--- config.mk ---
export PLATFORM = sky130hd
export DESIGN_NAME = vga_timing_gen
export DESIGN_NICKNAME = d
export VERILOG_FILES = /design/src/rtl/vga_pkg.sv /design/src/rtl/vga_delay_line.sv /design/src/rtl/vga_timing_gen.sv
export SDC_FILE = /design/constraint.sdc
export NUM_CORES = 1
export LEC_CHECK = 0
export BUFFER_PORTS_ARGS = -buffer_cell sky130_fd_sc_hd__buf_2
export CAP_MARGIN = 20
export CORE_MARGIN = 8
export CORE_UTILIZATION = 56
export DETAILED_ROUTE_END_ITERATION = 12
export PLACE_DENSITY = 0.87
export RECOVER_POWER = 50
export SETUP_SLACK_MARGIN = 0.3
export SLEW_MARGIN = 25
export SYNTH_ARGS = -nofsm -noshare
export SYNTH_HDL_FRONTEND = slang
export SYNTH_SLANG_ARGS = --single-unit
--- constraint.sdc ---
create_clock -name clk -period 4.6 [get_ports clk]
set_input_delay 0.46 -clock clk [delete_from_list [all_inputs] [get_ports clk]]
set_output_delay 0.46 -clock clk [all_outputs]
set_load 0.1 [all_outputs]
--- src/rtl/vga_pkg.sv ---
// vga_pkg: shared VGA pin map, default 640x480@60 timing and pipeline payload type
package vga_pkg;
    localparam int PMOD_R1 = 0;
    localparam int PMOD_G1 = 1;
    localparam int PMOD_B1 = 2;
    localparam int PMOD_VS = 3;
    localparam int PMOD_R0 = 4;
    localparam int PMOD_G0 = 5;
    localparam int PMOD_B0 = 6;
    localparam int PMOD_HS = 7;
    localparam int DEF_H_ACTIVE = 640;
    localparam int DEF_H_FP     = 16;
    localparam int DEF_H_SYNC   = 96;
    localparam int DEF_H_BP     = 48;
    localparam int DEF_V_ACTIVE = 480;
    localparam int DEF_V_FP     = 10;
    localparam int DEF_V_SYNC   = 2;
    localparam int DEF_V_BP     = 33;
    typedef struct packed {
        logic hs;
        logic vs;
        logic de;
    } vga_ctl_t;
endpackage

--- src/rtl/vga_delay_line.sv ---
// vga_delay_line: ce-gated shift register with synchronous clear; DEPTH=0 is a plain wire
module vga_delay_line #(
    parameter int DEPTH = 1,
    parameter int W     = 1
) (
    input  logic         clk,
    input  logic         rst,
    input  logic         ce,
    input  logic [W-1:0] d,
    output logic [W-1:0] q
);
    if (DEPTH == 0) begin : g_wire
        logic unused;
        assign unused = &{1'b0, clk, rst, ce};
        assign q = d;
    end else begin : g_sr
        logic [DEPTH-1:0][W-1:0] sr;
        // shift one stage per pixel, cleared on reset
        always_ff @(posedge clk) begin
            if (rst) sr <= '0;
            else if (ce) begin
                sr[0] <= d;
                for (int i = 1; i < DEPTH; i++) sr[i] <= sr[i-1];
            end
        end
        assign q = sr[DEPTH-1];
    end
endmodule

--- src/rtl/vga_timing_gen.sv ---
// vga_timing_gen: VGA timing generator and TinyVGA PMOD driver (optional frame_cnt via VGA_FRAME_COUNTER_EN)
module vga_timing_gen
    import vga_pkg::*;
#(
    parameter int H_ACTIVE    = DEF_H_ACTIVE,
    parameter int H_FP        = DEF_H_FP,
    parameter int H_SYNC      = DEF_H_SYNC,
    parameter int H_BP        = DEF_H_BP,
    parameter int V_ACTIVE    = DEF_V_ACTIVE,
    parameter int V_FP        = DEF_V_FP,
    parameter int V_SYNC      = DEF_V_SYNC,
    parameter int V_BP        = DEF_V_BP,
    parameter int H_SYNC_POL  = 0,
    parameter int V_SYNC_POL  = 0,
    parameter int PIX_LATENCY = 1,
    localparam int H_TOTAL    = H_ACTIVE + H_FP + H_SYNC + H_BP,
    localparam int V_TOTAL    = V_ACTIVE + V_FP + V_SYNC + V_BP,
    localparam int HW         = $clog2(H_TOTAL),
    localparam int VW         = $clog2(V_TOTAL)
) (
    input  logic          clk,
    input  logic          rst,
    input  logic          pix_ce,
    output logic [HW-1:0] x,
    output logic [VW-1:0] y,
    output logic          active,
    output logic          line_start,
    output logic          frame_start,
    input  logic [5:0]    rgb_in,
    output logic [7:0]    vga_pmod
`ifdef VGA_FRAME_COUNTER_EN
    ,
    output logic [15:0]   frame_cnt
`endif
);
    localparam logic [HW-1:0] H_LAST  = HW'(H_TOTAL - 1);
    localparam logic [VW-1:0] V_LAST  = VW'(V_TOTAL - 1);
    localparam logic [HW-1:0] H_VIS   = HW'(H_ACTIVE);
    localparam logic [VW-1:0] V_VIS   = VW'(V_ACTIVE);
    localparam logic [HW-1:0] HS_BEG  = HW'(H_ACTIVE + H_FP);
    localparam logic [HW-1:0] HS_END  = HW'(H_ACTIVE + H_FP + H_SYNC);
    localparam logic [VW-1:0] VS_BEG  = VW'(V_ACTIVE + V_FP);
    localparam logic [VW-1:0] VS_END  = VW'(V_ACTIVE + V_FP + V_SYNC);
    localparam logic          HP      = 1'(H_SYNC_POL);
    localparam logic          VP      = 1'(V_SYNC_POL);

    if (H_FP == 0 || H_SYNC == 0 || H_BP == 0 || V_FP == 0 || V_SYNC == 0 || V_BP == 0 ||
        PIX_LATENCY < 0 || PIX_LATENCY > 4 ||
        (H_SYNC_POL != 0 && H_SYNC_POL != 1) || (V_SYNC_POL != 0 && V_SYNC_POL != 1)) begin : g_bad_params
        $error("vga_timing_gen: illegal timing, latency or polarity parameter");
    end

    logic     x_end, y_end;
    vga_ctl_t ctl_raw, ctl_dly;
    logic [5:0] rgb;
    logic [7:0] pmod_nxt;

    assign x_end       = x == H_LAST;
    assign y_end       = y == V_LAST;
    assign active      = x < H_VIS && y < V_VIS;
    assign line_start  = x == '0;
    assign frame_start = x == '0 && y == '0;
    assign ctl_raw     = '{hs: x >= HS_BEG && x < HS_END, vs: y >= VS_BEG && y < VS_END, de: active};

    // raster counters: x runs every pixel, y steps when x wraps
    always_ff @(posedge clk) begin
        if (rst) begin
            x <= '0;
            y <= '0;
        end else if (pix_ce) begin
            x <= x_end ? '0 : x + 1'b1;
            if (x_end) y <= y_end ? '0 : y + 1'b1;
        end
    end

    vga_delay_line #(.DEPTH(PIX_LATENCY), .W($bits(vga_ctl_t))) u_align (
        .clk (clk),
        .rst (rst),
        .ce  (pix_ce),
        .d   (ctl_raw),
        .q   (ctl_dly)
    );

    // blank the colour outside the visible area and drive sync at its configured level
    always_comb begin
        rgb                = ctl_dly.de ? rgb_in : 6'b0;
        pmod_nxt           = '0;
        pmod_nxt[PMOD_HS]  = ~(ctl_dly.hs ^ HP);
        pmod_nxt[PMOD_VS]  = ~(ctl_dly.vs ^ VP);
        pmod_nxt[PMOD_R1]  = rgb[5];
        pmod_nxt[PMOD_R0]  = rgb[4];
        pmod_nxt[PMOD_G1]  = rgb[3];
        pmod_nxt[PMOD_G0]  = rgb[2];
        pmod_nxt[PMOD_B1]  = rgb[1];
        pmod_nxt[PMOD_B0]  = rgb[0];
    end

    // output pin register, idle syncs and black on reset
    always_ff @(posedge clk) begin
        if (rst) vga_pmod <= {~HP, 3'b0, ~VP, 3'b0};
        else if (pix_ce) vga_pmod <= pmod_nxt;
    end

`ifdef VGA_FRAME_COUNTER_EN
    // count completed frames on the pixel where both counters wrap
    always_ff @(posedge clk) begin
        if (rst) frame_cnt <= '0;
        else if (pix_ce && x_end && y_end) frame_cnt <= frame_cnt + 16'd1;
    end
`endif
endmodule

Word-level counts from Yosys, hierarchy flattened
Cells that the tools add are included.
{"block": "totals", "ff_bits": 31, "out_inout_bits": 31}
{"block": "op_classes", "n_addsub": 2, "magnitude_cmp": 6, "n_eq_ne": 2, "n_mux": 3, "bitwise_logic": 2, "n_reduce_logical": 7}
{"op": "$add A10 B1 Y10 const B", "n": 2}
{"op": "$eq A10 B10 Y1 const B", "n": 2}
{"op": "$logic_not A10 Y1", "n": 2}
{"op": "$lt A10 B10 Y1 const B", "n": 2}
{"op": "$lt A10 B9 Y1 const B", "n": 2}
{"op": "$mux W10", "n": 2}
{"op": "$ge A10 B10 Y1 const B", "n": 1}
{"op": "$ge A10 B9 Y1 const B", "n": 1}
{"op": "$mux W6", "n": 1}
{"op": "$logic_and A1 B1 Y1", "n": 4}
{"op": "$not A1 Y1", "n": 2}
{"op": "$reduce_and A2 Y1", "n": 1}

Longest topological paths before layout
{"block": "depth", "word_depth": 2, "mapped_depth": 6, "ltp_nobuf": 6}

Modules after synthesis
A second synthesis with hierarchy kept.
{"block": "unflattened", "cells_unflattened": 170, "area_unflattened_um2": 1461.4}
{"mod": "vga_timing_gen", "instances": 1, "cells_each": 161, "area_per_inst_um2": 1360.1, "seq_area_each_um2": 560.5}
{"mod": "vga_delay_line", "instances": 1, "cells_each": 9, "area_per_inst_um2": 101.3, "seq_area_each_um2": 60.1}

Worst setup path after synthesis
OpenSTA, ideal clock, no wires.
{"block": "synth_timing", "path_kind": "reg-to-output", "startpoint": "register x[9]", "endpoint": "output frame_start", "arrival_ps": 5444, "t_required_ps": 4140, "slack_ps": -1304, "path_stages_with_launch": 4, "path_cell_list": "dfxtp_1 -> or4_1 -> nor4_1 -> and4_1"}
{"block": "synth_via", "elab_chain_cells": 2}
{"item": "start, declared", "line": "vga_timing_gen.sv:24", "text": "output logic [HW-1:0] x,"}
{"item": "start signal, assigned", "line": "vga_timing_gen.sv:71", "text": "x <= x_end ? '0 : x + 1'b1;"}
{"item": "$logic_not A10 Y1"}
{"item": "named net line_start", "line": "vga_timing_gen.sv:27", "text": "output logic line_start,"}
{"item": "$logic_and A1 B1 Y1", "line": "vga_timing_gen.sv:62", "text": "assign frame_start = x == '0 && y == '0;"}
{"item": "end, declared", "line": "vga_timing_gen.sv:28", "text": "output logic frame_start,"}
The timed path passes the listed nets, and every way through them passes these cells.

Worst setup path in the final report
{"block": "layout_timing", "startpoint": "register x[9]", "endpoint": "output frame_start"}
{"block": "layout_via", "elab_chain_cells": 2}
{"item": "$logic_not A10 Y1", "line": "vga_timing_gen.sv:62"}
{"item": "$logic_and A1 B1 Y1", "line": "vga_timing_gen.sv:62"}
No other way between the ends.

==> results.md <==
- Post-cts resize count: 0
- Slew headroom: 4.96%
- Tcrit/Tclk final: 59.4%
- Total Neg Setup Slack: 0 ns
- CP endpoint kind: output pin
- Status: finished clean
- Ports: 40
- CP arrival: 2.27 ns
- Crit Path Max Fanout: 7
- Sequential element share of the synthesized area: 40.3%
- Pin count of the biggest net entering global routing: 36
- Synthesized instance count: 189
- Hold path startpoint: rgb_in[5]
- Area Overhead vs Synth: 17.4%
- Largest delay share family, worst path: simple AND/OR/NAND/NOR gates
- Hold WC Path Type: in -> reg
- Highest-delay cell along the critical path: or4_1
- Sw power: 162 uW
- Clk network pwr share: 36.4%
- Worst-path cell chain: or4_1 > nor4_4 > and4_1 > buf_2
- Initial antenna violation count: 0
- Critical Path Max Stage Delay: 0.59 ns
- DRC violation total after the first TritonRoute iteration: 148
- Critical Path Source: x[9]
- # rows: 19
- Via/cell ratio: 5.73
- Fraction of layout cells with a size suffix above 1: 14.7%
- Req. time, crit path: 4.14 ns
- Net count, final: 238
- Worst-Margin Slew: 1.43 ns
- Flop pwr share: 49.3%
- GRT Util Overall: 16.9%
- Pins Over Slew Limit: 0
- Max Freq: 0.366 GHz
- Number of global-route vias before repair: 1349
- Final min period: 2.73 ns
- Clk sink count: 31
- Design Area, Final: 1810 sq um
- Post-DP Area: 1750 sq um
- Detail Route Antenna Nets: 0
- Sw Share: 28.8%
- Final GP Congestion: 0.819
- CTS tree: yes
- Yosys cell types: 33
- PwrDens: 310 nW/um^2
- Total wire length: 3720 microns
- Reg clk slew, reported paths: 0.10 ns
- First-pass GRT wire length: 6070 microns
- Post-cts hold buffer count: 0
- CTS Buf Count: 5
- Post-synthesis register bit count: 31
- Startpoint class of the critical path: register
- FF-to-FF Start: y[0]
- Clock insertion delay at the later pin of the skew report: 0.33 ns
- # diodes: 0
- CTS max path bufs: 2
- Leak: 0.665 nW
- R2r setup slk: 2.38 ns
- Syn avg cell area: 8.15 sq um
- Cell Count, Final, Fillers Out: 256
- Worst Clk Skew: 0.0146 ns
- RSZ-0062 raised after global routing: no
- Buf+Inv Stages, Crit Path: 1
- Placed insts: 249
- Grt ovf: 0
- Top cells by area, synth: dfxtp_1 40%, a21oi_1 4.9%, nor2_1 3.7%
- H-tree depth: 2
- Pint: 399 uW
- Wire per inst: 14.5 microns
- Comb pwr share: 14.3%
- Post-DP HPWL: 2650 microns
- Hold Path Sink: vga_pmod[0]
- WS Path Type: reg -> out
- Drt pass-1 iters: 4
- Drt drc: 0
- Root Buffer: clkbuf_4
- Final Hold Fails: 0
- Reg-to-Reg End: y[3]
- Input/output buffers: 39
- Share of the synthesized area in the top cell type: 40.3%
- Synthesized net count: 202
- Max_cap viols: 0
- Initial Util: 57.3%
- Die Height: 68.4 microns
- Final setup viols: 0
- Top cell type by total area after synthesis: dfxtp_1
- FF-to-FF path depth: 6
- Chip Width: 68.4 microns
- Core area: 2690 sq um
- # fillers: 244
- Hold-critical path depth: 3
- Mapped Area: 1540 sq um
- Die area: 4680 sq um
- Max VDD drop: 0.000276 V
- Post-CTS repair timing setup buffer count: 0
- Synth warn: 0
- Vias: 1466
- Power, Total: 560 uW
## state kept, by name, summed over array words and instances, names as in the netlist
register,cells
u_align.q,3
vga_pmod,8
x,10
y,10
## through the flow
stage / hold WS (ns) / util [%] / worst slack [ns]
floorplan: 0.450 / - / 0.701
global placement: 0.465 / 65.3 / 2.29
detailed placement: 0.480 / 65.3 / 2.14
CTS: 0.356 / 67.9 / 1.87
global route: 0.342 / 67.3 / 1.79
finish: 0.359 / 67.3 / 1.87
## area by class of cell
class / instances / area [sq um] / share of cell area (%)
clock buffer: 6 / 41.3 / 2.28
clock inverter: 1 / 30.0 / 1.66
inverter: 11 / 41.3 / 2.28
multi-input combinational: 136 / 856 / 47.3
sequential: 31 / 621 / 34.3
tap: 31 / 38.8 / 2.15
timing repair buffer: 40 / 180 / 9.97
## logic make-up (layout without fill, tap and decap cells)
kind of cell,after synthesis,in the layout,share of synthesized area [%]
compound gates,31,31,12.0
xor+xnor,9,9,5.12
fa+ha+maj,4,4,3.25
buf+inv,22,58,5.52
flops,31,31,40.3
mux,3,3,1.95
simple gates,89,89,31.8
## placed cells by master (no fill, tap or decap), drive strengths merged, types with 5 or more instances in the layout
cell type,instances
dfxtp,31
clkbuf,24
buf,22
nor2,15
a21oi,15
nand2,12
inv,11
nand3,11
nor3,8
nor2b,7
o21ai,5
nand2b,5
xor2,5
## routing by layer
metal / track usage [%] / share of wire (%) / up-vias
met2: 26.6 / 47 / 61
met4: 6.39 / 1.3 / 0
li1: - / - / 735
met3: 5.07 / 7.8 / 6
met5: 0 / 0 / -
met1: 21.2 / 44 / 664
## worst max-delay path by stage
stage               depth (start not counted)           to  slack, ns
global placement                            5         y[5]       2.29
detailed placement                          5         y[5]       2.14
global route                                4  frame_start       1.79
finish                                      4  frame_start       1.87
CTS                                         4  frame_start       1.87
floorplan                                   3  frame_start       0.70
## cell usage after synthesis
master	n
nor3_1	8
nor4_1	3
and2_1	2
ha_1	4
nand2b_1	5
nand3b_1	2
buf_2	2
inv_1	11
o21a_1	1
and4b_1	1
dfxtp_1	31
a31oi_1	2
nor2_1	15
o21ai_0	5
o211ai_1	1
xor2_1	5
or3b_2	1
or3_1	4
xnor2_1	4
nand2_1	12
and3_1	4
nand4_1	4
a211oi_1	3
and4_1	4
o32ai_1	4
nor2b_1	7
or2_2	2
nor4b_1	1
a21oi_1	15
mux2i_1	3
nand3_1	11
or4_1	3
clkbuf_1	9
## power groups by stage
stage	clock network, mW	logic, mW	registers (mW)
after floorplan	0	0.0428	0.307
after global placement	0	0.0809	0.282
after detailed placement	0	0.0815	0.282
after CTS	0.205	0.0816	0.276
after global routing	0.222	0.0842	0.277
final	0.204	0.0803	0.276
## worst register-to-register path: cells and delay by family (launching register included)
| kind | cells | cell delay (ns) |
|---|---|---|
| AND/OR/NAND/NOR | 3 | 1.07 |
| adder cells (fa/ha/maj) | 1 | 0.17 |
| AO/OA/AOI/OAI | 1 | 0.37 |
| flip-flops | 1 | 0.36 |
| buffers and inverters | 1 | 0.09 |
No activity file was read; power rests on OpenSTA's default activity.
